==> src/rtl/ifu_seq_ctrl_pkg.sv <==
// Shared definitions for the fetch-stage sequencer: FSM state encoding,
// the default boot PC, and the NPC selector codes the decode stage uses to
// form redirect_valid before it reaches ifu_seq_ctrl.
// Optional feature macro: FLUSH_ON_REDIRECT_EN (see ifu_seq_ctrl.sv).
package ifu_seq_ctrl_pkg;

  // Address of the first instruction fetched after reset.
  localparam logic [31:0] PC_RESET_DEFAULT = 32'h0000_3000;

  // Sequential fetch stride in bytes.
  localparam logic [31:0] PC_STRIDE = 32'd4;

  // Fetch-stage FSM states.
  //  S_BOOT  : one idle cycle out of reset, no request.
  //  S_FETCH : request outstanding, F holds nothing live.
  //  S_HOLD  : F holds a live instruction for D.
  typedef enum logic [1:0] {
    S_BOOT  = 2'd0,
    S_FETCH = 2'd1,
    S_HOLD  = 2'd2
  } state_e;

  // Next-PC selector produced by the decode-stage NPC logic.
  typedef enum logic [1:0] {
    NPC_NORMAL = 2'd0,
    NPC_BRANCH = 2'd1,
    NPC_J      = 2'd2,
    NPC_JR     = 2'd3
  } npc_type_e;

  // Sequential successor of a PC; wraps modulo 2^32.
  function automatic logic [31:0] pc_seq(input logic [31:0] pc);
    return pc + PC_STRIDE;
  endfunction

  // Upstream helper: a control transfer is a redirect only when the
  // selector is not NORMAL and the condition resolved taken.
  function automatic logic is_redirect(input npc_type_e npc_type,
                                       input logic      taken);
    return (npc_type != NPC_NORMAL) && taken;
  endfunction

endpackage

==> src/rtl/ifu_seq_ctrl.sv <==
// Fetch-stage sequencer. Owns the F-stage PC, drives a single outstanding
// instruction-memory request, and holds one fetched instruction for D.
//
// Redirects from the decode stage are applied after the delay slot by
// default: the instruction currently in F (or being fetched) is the delay
// slot and is still delivered; the redirect is remembered in pend_q/tgt_q
// until the PC next advances.
//
// Build option FLUSH_ON_REDIRECT_EN: no delay slot. A redirect squashes F
// immediately (even under stall), drops the request for that cycle and
// restarts fetching at the target.
module ifu_seq_ctrl
  import ifu_seq_ctrl_pkg::*;
#(
  parameter logic [31:0] PC_RESET = PC_RESET_DEFAULT
) (
  input  logic        clk,
  input  logic        reset,
  input  logic        stall,
  input  logic        redirect_valid,
  input  logic [31:0] redirect_target,
  output logic        imem_req,
  output logic [31:0] imem_addr,
  input  logic        imem_ack,
  input  logic [31:0] imem_rdata,
  output logic        f_valid,
  output logic [31:0] f_pc,
  output logic [31:0] f_instr
);

  state_e      state_q;
  logic [31:0] pc_q;
  logic [31:0] tgt_q;
  logic        pend_q;
  logic        f_valid_q;
  logic [31:0] f_instr_q;

  logic [31:0] pc_d;
  logic        consume;
  logic        flush;

  // D takes F's instruction this cycle; the PC advances to pc_d.
  assign consume = (state_q == S_HOLD) && !stall;

`ifdef FLUSH_ON_REDIRECT_EN
  assign flush = redirect_valid;
`else
  assign flush = 1'b0;
`endif

  // Next PC: a live redirect wins, then a remembered one, else sequential.
  always_comb begin
    pc_d = pc_seq(pc_q);
    if (redirect_valid) begin
      pc_d = redirect_target;
    end else if (pend_q) begin
      pc_d = tgt_q;
    end
  end

  // Request is level-held in S_FETCH and issued speculatively for the
  // successor whenever D consumes; a flushing redirect suppresses it so
  // no stale ack can be accepted in that cycle.
  always_comb begin
    imem_req  = !flush && ((state_q == S_FETCH) || consume);
    imem_addr = consume ? pc_d : pc_q;
  end

  assign f_valid = f_valid_q;
  assign f_pc    = pc_q;
  assign f_instr = f_instr_q;

  // Fetch FSM together with the PC, held instruction and pending-redirect registers.
  always_ff @(posedge clk or posedge reset) begin
    if (reset) begin
      state_q   <= S_BOOT;
      pc_q      <= PC_RESET;
      tgt_q     <= 32'd0;
      pend_q    <= 1'b0;
      f_valid_q <= 1'b0;
      f_instr_q <= 32'd0;
    end else if (flush) begin
      // Squash whatever F holds and restart at the target.
      state_q   <= S_FETCH;
      pc_q      <= redirect_target;
      f_valid_q <= 1'b0;
    end else begin
      case (state_q)
        S_BOOT: begin
          // Acks here belong to no request of ours and are ignored.
          state_q <= S_FETCH;
        end
        S_FETCH: begin
          if (imem_ack) begin
            f_instr_q <= imem_rdata;
            f_valid_q <= 1'b1;
            state_q   <= S_HOLD;
          end
        end
        S_HOLD: begin
          if (!stall) begin
            pc_q <= pc_d;
            if (imem_ack) begin
              // Back-to-back: the successor arrived in the consume cycle.
              f_instr_q <= imem_rdata;
            end else begin
              f_valid_q <= 1'b0;
              state_q   <= S_FETCH;
            end
          end
        end
        default: begin
          state_q <= S_BOOT;
        end
      endcase

`ifndef FLUSH_ON_REDIRECT_EN
      // The remembered target is consumed when the PC advances; otherwise
      // the latest redirect overwrites any earlier one.
      if (consume) begin
        pend_q <= 1'b0;
      end else if (redirect_valid) begin
        pend_q <= 1'b1;
        tgt_q  <= redirect_target;
      end
`endif
    end
  end

endmodule

==> config.mk <==
export PLATFORM = sky130hd
export DESIGN_NAME = ifu_seq_ctrl
export DESIGN_NICKNAME = d
export VERILOG_FILES = /design/src/rtl/ifu_seq_ctrl_pkg.sv /design/src/rtl/ifu_seq_ctrl.sv
export SDC_FILE = /design/constraint.sdc
export NUM_CORES = 1
export LEC_CHECK = 0
export ABC_AREA = 1
export BUFFER_PORTS_ARGS = -buffer_cell sky130_fd_sc_hd__clkbuf_2
export CAP_MARGIN = 20
export CORE_MARGIN = 5
export CORE_UTILIZATION = 50
export DETAILED_ROUTE_END_ITERATION = 8
export PLACE_DENSITY = 0.81
export SLEW_MARGIN = 20
export SYNTH_ARGS = -nofsm -noshare
export SYNTH_HDL_FRONTEND = slang
export SYNTH_SLANG_ARGS = --single-unit
==> constraint.sdc <==
create_clock -name clk -period 4.25 [get_ports clk]
set_clock_uncertainty 0.1 [all_clocks]
set_input_delay 0.2125 -clock clk [delete_from_list [all_inputs] [get_ports clk]]
set_output_delay 0.2125 -clock clk [all_outputs]
set_load 0.005 [all_outputs]
==> results of run 1 <==
[worst register-to-register path: cells and delay by family (launching register included)]
family,cells,cell delay (ns)
muxes,1,0.35
and+or+nand+nor,3,0.68
DFF,1,0.37
buffers and inverters,4,1.28
[layer usage]
metal	vias to the layer above	GRT usage, %	share of wire [%]
met2	249	40.2	47
li1	2686	-	-
met3	33	6.36	8.6
met4	0	7.61	2.2
met5	-	0	0
met1	2502	32.3	42
[path summary, 6_finish.rpt]
| kind | from | endpoint | slack (ns) | cells after the start |
|---|---|---|---|---|
| worst max-delay path | state_q[1] | tgt_q[0] | 1.36 | 8 |
| worst min-delay path | redirect_target[30] | tgt_q[30] | 0.01 | 3 |
| worst max register to register | state_q[1] | tgt_q[0] | 1.36 | 8 |
| worst min register to register | f_instr[22] | f_instr[22] | 0.39 | 2 |
| max in group asynchronous | reset | f_pc[12] | 2.61 | 4 |
| min in group asynchronous | reset | f_instr[20] | 0.47 | 3 |
[synth_stat cells]
| cell type | instances | area (um^2) |
|---|---|---|
| sky130_fd_sc_hd__nand3_1 | 74 | 370 |
| sky130_fd_sc_hd__nand2_4 | 3 | 33.8 |
| sky130_fd_sc_hd__nand3b_1 | 1 | 7.51 |
| sky130_fd_sc_hd__o211ai_1 | 2 | 15.0 |
| sky130_fd_sc_hd__clkbuf_1 | 14 | 52.6 |
| sky130_fd_sc_hd__nand2_2 | 5 | 31.3 |
| sky130_fd_sc_hd__xnor2_1 | 5 | 43.8 |
| sky130_fd_sc_hd__nor2_4 | 6 | 67.6 |
| sky130_fd_sc_hd__and2_1 | 2 | 12.5 |
| sky130_fd_sc_hd__clkinv_1 | 3 | 11.3 |
| sky130_fd_sc_hd__nor2_8 | 2 | 40.0 |
| sky130_fd_sc_hd__buf_6 | 1 | 11.3 |
| sky130_fd_sc_hd__mux2_1 | 7 | 78.8 |
| sky130_fd_sc_hd__buf_1 | 1 | 3.75 |
| sky130_fd_sc_hd__o21bai_1 | 3 | 22.5 |
| sky130_fd_sc_hd__nor2_2 | 4 | 25.0 |
| sky130_fd_sc_hd__inv_2 | 2 | 7.51 |
| sky130_fd_sc_hd__xor2_1 | 1 | 8.76 |
| sky130_fd_sc_hd__ha_1 | 1 | 12.5 |
| sky130_fd_sc_hd__o22ai_1 | 3 | 18.8 |
| sky130_fd_sc_hd__o21ai_1 | 16 | 80.1 |
| sky130_fd_sc_hd__buf_2 | 11 | 55.1 |
| sky130_fd_sc_hd__or2_1 | 4 | 25.0 |
| sky130_fd_sc_hd__o21ai_0 | 23 | 115 |
| sky130_fd_sc_hd__a21oi_1 | 49 | 245 |
| sky130_fd_sc_hd__nand2_1 | 280 | 1050 |
| sky130_fd_sc_hd__buf_4 | 7 | 52.6 |
| sky130_fd_sc_hd__dfrtp_1 | 98 | 2450 |
| sky130_fd_sc_hd__inv_1 | 53 | 199 |
| sky130_fd_sc_hd__nor2_1 | 31 | 116 |
| sky130_fd_sc_hd__mux2i_1 | 2 | 20.0 |
| sky130_fd_sc_hd__dfstp_2 | 2 | 52.6 |
[cell usage in the layout, fill, tap and decap left out, drive strengths merged, types with 4 or more instances in the layout]
cell type,count
mux2,7
nand2,288
buf,4
o21ai,39
clkinv,5
or2,4
nand3,74
dfrtp,98
inv,60
clkbuf,175
dlygate4sd3,58
xnor2,5
nor2,43
a21oi,49
[stage by stage]
stage          hold WS, ns  util (%)  setup WS [ns]  cells  instance area (um^2)
5_1_grt            0.00923      67.2           1.14   1062                  6970
4_1_cts            0.00279      67.2           1.39   1062                  6970
2_1_floorplan        0.244         -           1.32    716                  5340
3_5_place_dp         0.351      59.8           1.40    988                  6200
6_report            0.0144      67.2           1.36   1062                  6970
3_3_place_gp         0.345      59.8           1.47    988                  6200
[power by group]
| part | internal (mW) | switching (mW) |
|---|---|---|
| clock network | 0.230 | 0.376 |
| registers | 1.32 | 0.380 |
| logic | 0.708 | 0.997 |
[state kept, by name (all words and copies together), names as in the netlist]
signal,flops
f_instr,32
f_pc,32
tgt_q,32
state_q,2
f_valid,1
pend_q,1
[layout make-up]
| type | instances | share of cell area (%) |
|---|---|---|
| clock buffer | 9 | 1.78 |
| sequential | 100 | 35.9 |
| clock inverter | 7 | 0.934 |
| tap | 136 | 2.44 |
| timing repair buffer | 228 | 20.7 |
| multi-input combinational | 524 | 35.1 |
| inverter | 58 | 3.16 |
[logic make-up after synthesis]
family          count (synthesis)
fa+ha+maj                       1
compound gates                 96
mux                             9
simple gates                  412
buf+inv                        92
flops                         100
xor+xnor                        6
==> results summary, run 1 <==
The run finished with clean final reports. The highest ir drop seen on vdd is 295 uV. The total global routing track utilization came out at 24.7%. The flop and latch count out of synthesis is 100. After synthesis, the largest family of logic cells by area is simple AND/OR/NAND/NOR gates.

The global-route wire length before repair came out at 26000 um. The kind of capture point of the worst setup path is a flip-flop. The proportion of layout cells with a drive suffix above 1 is 22.9%. The delay of the slowest cell on the worst path came out at 0.67 ns. The relative area change from synthesis to final layout came out at 30.5%. The measured slew at the worst slew-check pin is 0.922 ns. The insertion delay to the later sink of the worst-skew pair is 0.37 ns. The mean area per synthesized cell came out at 7.46 um^2.

The full die area is 0.0128 mm^2. The detail-routed via count per cell is 5.15. The post-detailed-route DRC marker count is 0. The total congestion overflow after global routing is 0. The H-tree was split into 3 levels.

For this design the static power due to leakage is 3.69 nW. The total detailed-routing wirelength came out at 15700 um. The portion of netlist area occupied by mux cells is 1.85%. TritonCTS built the clock tree. The class of the worst hold path is input pin to flip-flop. The period utilization came out at 68.1%. For this block, the via count after detailed routing is 5470.

The number of fill cells came out at 855. The clock period could shrink to 2.90 ns. The post-synthesis cell area is 0.00534 mm^2. The placement row count came out at 37. The number of nets in the synthesized netlist is 786. The number of buffers created by CTS is 9.

The post-layout net count is 991. Summing the areas of all compound-gate instances in the mapped netlist gives 9.30% of the synthesized area. The number of pins with negative max-slew slack in the final report is 0. The via count of the first global-routing pass is 5395. The critical path data required time came out at 4.41 ns. The count of hold-fix buffers inserted at cts came out at 58.

The critical path goes through inv_1, nor2_2, inv_2, nor2_8, inv_2, nand2_2, buf_4, mux2_1. Timing would allow up to 0.345 GHz. Headroom to the max-slew limit came out at 38.4%. The clock slew seen by the registers of the worst setup and hold paths came out at 0.11 ns.

The first detailed-routing pass ran for 5 iterations. The routed length per placed instance is 14.8 um. The post-CTS setup repair buffer count came out at 0. The number of buffers and inverters on the critical path is 4. The standard cell core area came out at 0.0104 mm^2. The share of synthesized cell area in full adder, half adder and majority cells came out at 0.234%. The area taken by flip-flops and latches is 0.00250 mm^2. Counting along the longest clock path gives a buffer depth of 2. The most frequent cell on the critical path is sky130_fd_sc_hd__inv_2.

The synthesized netlist cell count came out at 716. The number of antenna violations at the first check in global routing is 0. The count of buffers added on input and output ports is 166. Setup violations remaining at the end of the flow were counted as 0. The die width came out at 113 um. Entering global routing, the biggest net connects 73 pins.

The netlist uses 32 different library cells. Dividing total power by cell area gives a power density of 576 mW/mm^2. The post-synthesis simple-gate area fraction came out at 33.3%. The final estimated routing congestion in global placement is 0.896.

The critical path arrival is 3.06 ns. In this run, the number of DRC markers left after iteration 0 of detailed routing was 358. From bottom edge to top edge, the die measures 113 um. Setup repair after global routing left no endpoint under its margin. The slowest stage of the critical path belongs to the cell sky130_fd_sc_hd__inv_2.

The total half-perimeter wirelength after legalization and detailed placement is 10400 um. The number of gates resized after CTS was 0. The worst setup path is of the flip-flop to flip-flop kind.

The number of maximum-capacitance constraint violations came out at 0. Among cell families on the critical path, the largest total delay comes from buffers and inverters. The count of nets left with antenna violations after detail routing is 0. The tree is rooted in a sky130_fd_sc_hd__clkbuf_8.

The area of the multi-input gates is 0.00244 mm^2. Pin placement for this block handled 167 I/O pins. The antenna diode instance count came out at 0. The design draws 4.02 mW. The hold violation total from the final report came to 0. The initial core utilization came out at 51.5%. The number of warnings issued by yosys is 0. After Yosys synthesis, XOR and XNOR cells account for 0.984% of the synthesized area. The maximum fanout encountered on the critical timing path is 56. The clock sink total came out at 100. The worst setup path is launched from a flip-flop. The setup TNS is 0 ns.

Sequential cells were found to cover 46.9% of the synthesized design area.
No activity file was read; power rests on OpenSTA's default activity.
==> run 2, diff against run 1 <==
clock period = 2.7 ns   (was 4.25 ns; I/O delays follow)
==> results summary, run 2 (synthesis gave the netlist of run 1 again) <==
The number of antenna violations at the first check in global routing is 0. Counting the buffers created by CTS gives 9. The measured slew at the worst slew-check pin is 0.601 ns. The final cell count without fillers came out at 1075. TritonCTS built the clock tree.

The startpoint identified for the worst register-to-register timing path is state_q[0]. The delay of the slowest cell on the worst path came out at 0.45 ns. In this run the count of I/O pins placed on the die edge is 167. The clock reaches the later pin of the worst-skew pair after 0.38 ns. The met3 demand-to-capacity share in global routing came out at 7.38%. The maximum level of the CTS H-tree is 3. The quantity of gates resized following cts came out at 0.

The cell class contributing the biggest share of worst-path delay is simple AND/OR/NAND/NOR gates. In the final design database the tool counted 1005 nets. The worst hold path belongs to the class input pin to flip-flop. The slowest stage of the critical path belongs to the cell sky130_fd_sc_hd__dfrtp_1.

The proportion of layout cells with a drive suffix above 1 is 23.2%. Together, buffers and inverters on the worst path number 1. The number of pins with negative max-slew slack in the final report came out at 0. The total detailed-routing wirelength came out at 15800 um.

The critical path data required time is 2.47 ns. For the worst setup path, the data arrival time is 2.18 ns. The worst hold path begins at stall. The maximum number of pins on one net before global-route repair came out at 41.

The hold violation total from the final report came to 0. The die width came out at 113 um. STA classifies the critical path startpoint as a flip-flop. The maximum number of buffers from clock root to sink came out at 2. The routing usage on met1 came out at 33.1%. Setup repair after global routing left no endpoint under its margin.

Across the VDD grid, the largest voltage drop is 513 uV. The number of maximum-capacitance constraint violations came out at 0. The relative area change from synthesis to final layout is 33.2%. The violation count after the first detailed-route iteration came out at 459. The clock sink total is 100. The most critical setup path has its startpoint at f_pc[3]. The worst setup margin came out at 0.282 ns. The repair_antennas step left the layout with diodes totalling 0. Summed over all layers, the global routing overflow is 0. CTS placed an instance of sky130_fd_sc_hd__clkbuf_8 at the clock tree root. The count of nets left with antenna violations after detail routing is 0.

The maximum fanout encountered on the critical timing path is 5. The design draws 6.34 mW. The post-CTS setup repair buffer count came out at 0. The timing-limited maximum frequency came out at 0.414 GHz. The number of placed instances, taps included, is 995. The remaining max-slew budget at the tightest pin came out at 59.8%. Summed over all cells, the static leakage comes to 3.75 nW. The flow ran to the end, and the final reports show no timing, DRC or antenna violations.

After layout, the worst path uses 89.6% of the clock period. The critical path goes through ha_1, nand2_2, nor2_4, nand3b_1, nand2_1, nand3_1, nand2_1, nand2_1, o21ai_1, clkbuf_2. By instance count, the cell type seen most on the critical path is sky130_fd_sc_hd__nand2_1. The placement row count is 37. The standard cell core area came out at 0.0104 mm^2. The full die area is 0.0128 mm^2. The most frequent standard cell in the layout excluding fill and tap cells is sky130_fd_sc_hd__nand2_1. Global routing used 41.3% of the available met2 tracks. The via count of the first global-routing pass was 5474. The setup TNS came out at 0 ns. The clock period minus worst slack is 2.42 ns. After detailed routing, the number of remaining DRC violations is 0. During placement, the flow inserted port buffers numbering 166. The post-placement setup slack is 0.598 ns. The number of vias after detailed routing is 5501.

The count of hold-fix buffers inserted at cts is 65. The total global routing track utilization came out at 25.4%. The cell area power density is 891 mW/mm^2. Measured along the y axis, the die boundary spans 113 um. The final estimated routing congestion in global placement came out at 0.949. The total half-perimeter wirelength after legalization and detailed placement came out at 10700 um. STA classifies the critical path endpoint as an output pin. The routed length per placed instance is 14.7 um. The initial core utilization is 51.5%.

After global routing, the most crowded layer is met2. The detail-routed via count per cell is 5.12. The number of setup violations in the final report came out at 0. The detailed-routing iteration count for the pre-antenna-repair pass is 7. Cells fill 68.6% of the core in the end. After clock tree synthesis, the clock-pin slew on the worst setup and hold paths is 0.10 ns. The first global-routing pass estimated 26600 um of wire. The setup path with the least slack is of type flip-flop to output pin. In the layout the commonest cells are sky130_fd_sc_hd__nand2_1, sky130_fd_sc_hd__clkbuf_2, sky130_fd_sc_hd__dfrtp_1, sky130_fd_sc_hd__nand3_1, sky130_fd_sc_hd__dlygate4sd3_1.
## run 2: cell count changes in the layout (fill, tap and decap cells not counted)
cell,before,now
sky130_fd_sc_hd__dlygate4sd3_1,58,65
sky130_fd_sc_hd__buf_4,4,9
sky130_fd_sc_hd__clkinv_4,1,4
sky130_fd_sc_hd__buf_12,0,2
sky130_fd_sc_hd__inv_6,2,0
sky130_fd_sc_hd__clkinv_2,1,0
sky130_fd_sc_hd__clkinvlp_4,0,1
sky130_fd_sc_hd__inv_4,1,0
sky130_fd_sc_hd__inv_8,3,2
## run 2: through the flow
| stage | area (um^2) | hold WS, ns |
|---|---|---|
| after global placement | 6280 | 0.126 |
| after detailed placement | 6280 | 0.130 |
| final | 7110 | 0.0507 |
| after global routing | 7110 | 0.0639 |
| after floorplan | 5340 | 0.167 |
| after CTS | 7110 | 0.0439 |
## run 2: worst paths after layout
path	end	slack (ns)	cells after the start
worst max-delay path	imem_addr[12]	0.28	10
worst min-delay path	state_q[1]	0.05	3
worst max register to register	f_instr[10]	0.51	8
worst min register to register	f_instr[13]	0.39	2
max in group asynchronous	f_pc[13]	1.50	4
min in group asynchronous	tgt_q[17]	0.27	3
## run 2: worst register-to-register path, stage by stage (launching register included)
cell and delay (ns):
sky130_fd_sc_hd__dfrtp_1 0.42, sky130_fd_sc_hd__nor2_2 0.14, sky130_fd_sc_hd__inv_2 0.07, sky130_fd_sc_hd__nor2_8 0.16, sky130_fd_sc_hd__inv_2 0.14, sky130_fd_sc_hd__nand2_4 0.31, sky130_fd_sc_hd__nand2_2 0.45, sky130_fd_sc_hd__nand2_1 0.21
sky130_fd_sc_hd__nand2_1 0.08
## run 2: per-layer routing
layer  vias to the layer above  share of wire [%]
li1                       2710                  -
met1                      2504                 42
met2                       256                 47
met3                        31                9.0
met4                         0                2.3
met5                         -                  0
## run 2: report_power, final
part / leakage (nW) / switching [mW] / internal, mW
clock network: 0.0933 / 0.588 / 0.350
registers: 1.22 / 0.587 / 2.08
logic: 2.44 / 1.58 / 1.15
total: 3.75 / 2.76 / 3.58
## run 2: cell type report
| cell class | count | area (um^2) |
|---|---|---|
| clock buffers | 9 | 124 |
| well taps | 136 | 170 |
| inverters | 58 | 221 |
| multi-input cells | 524 | 2440 |
| clock inverters | 6 | 57.6 |
| flip-flops and latches | 100 | 2500 |
| repair buffers | 242 | 1590 |
| fillers | 864 | 3260 |
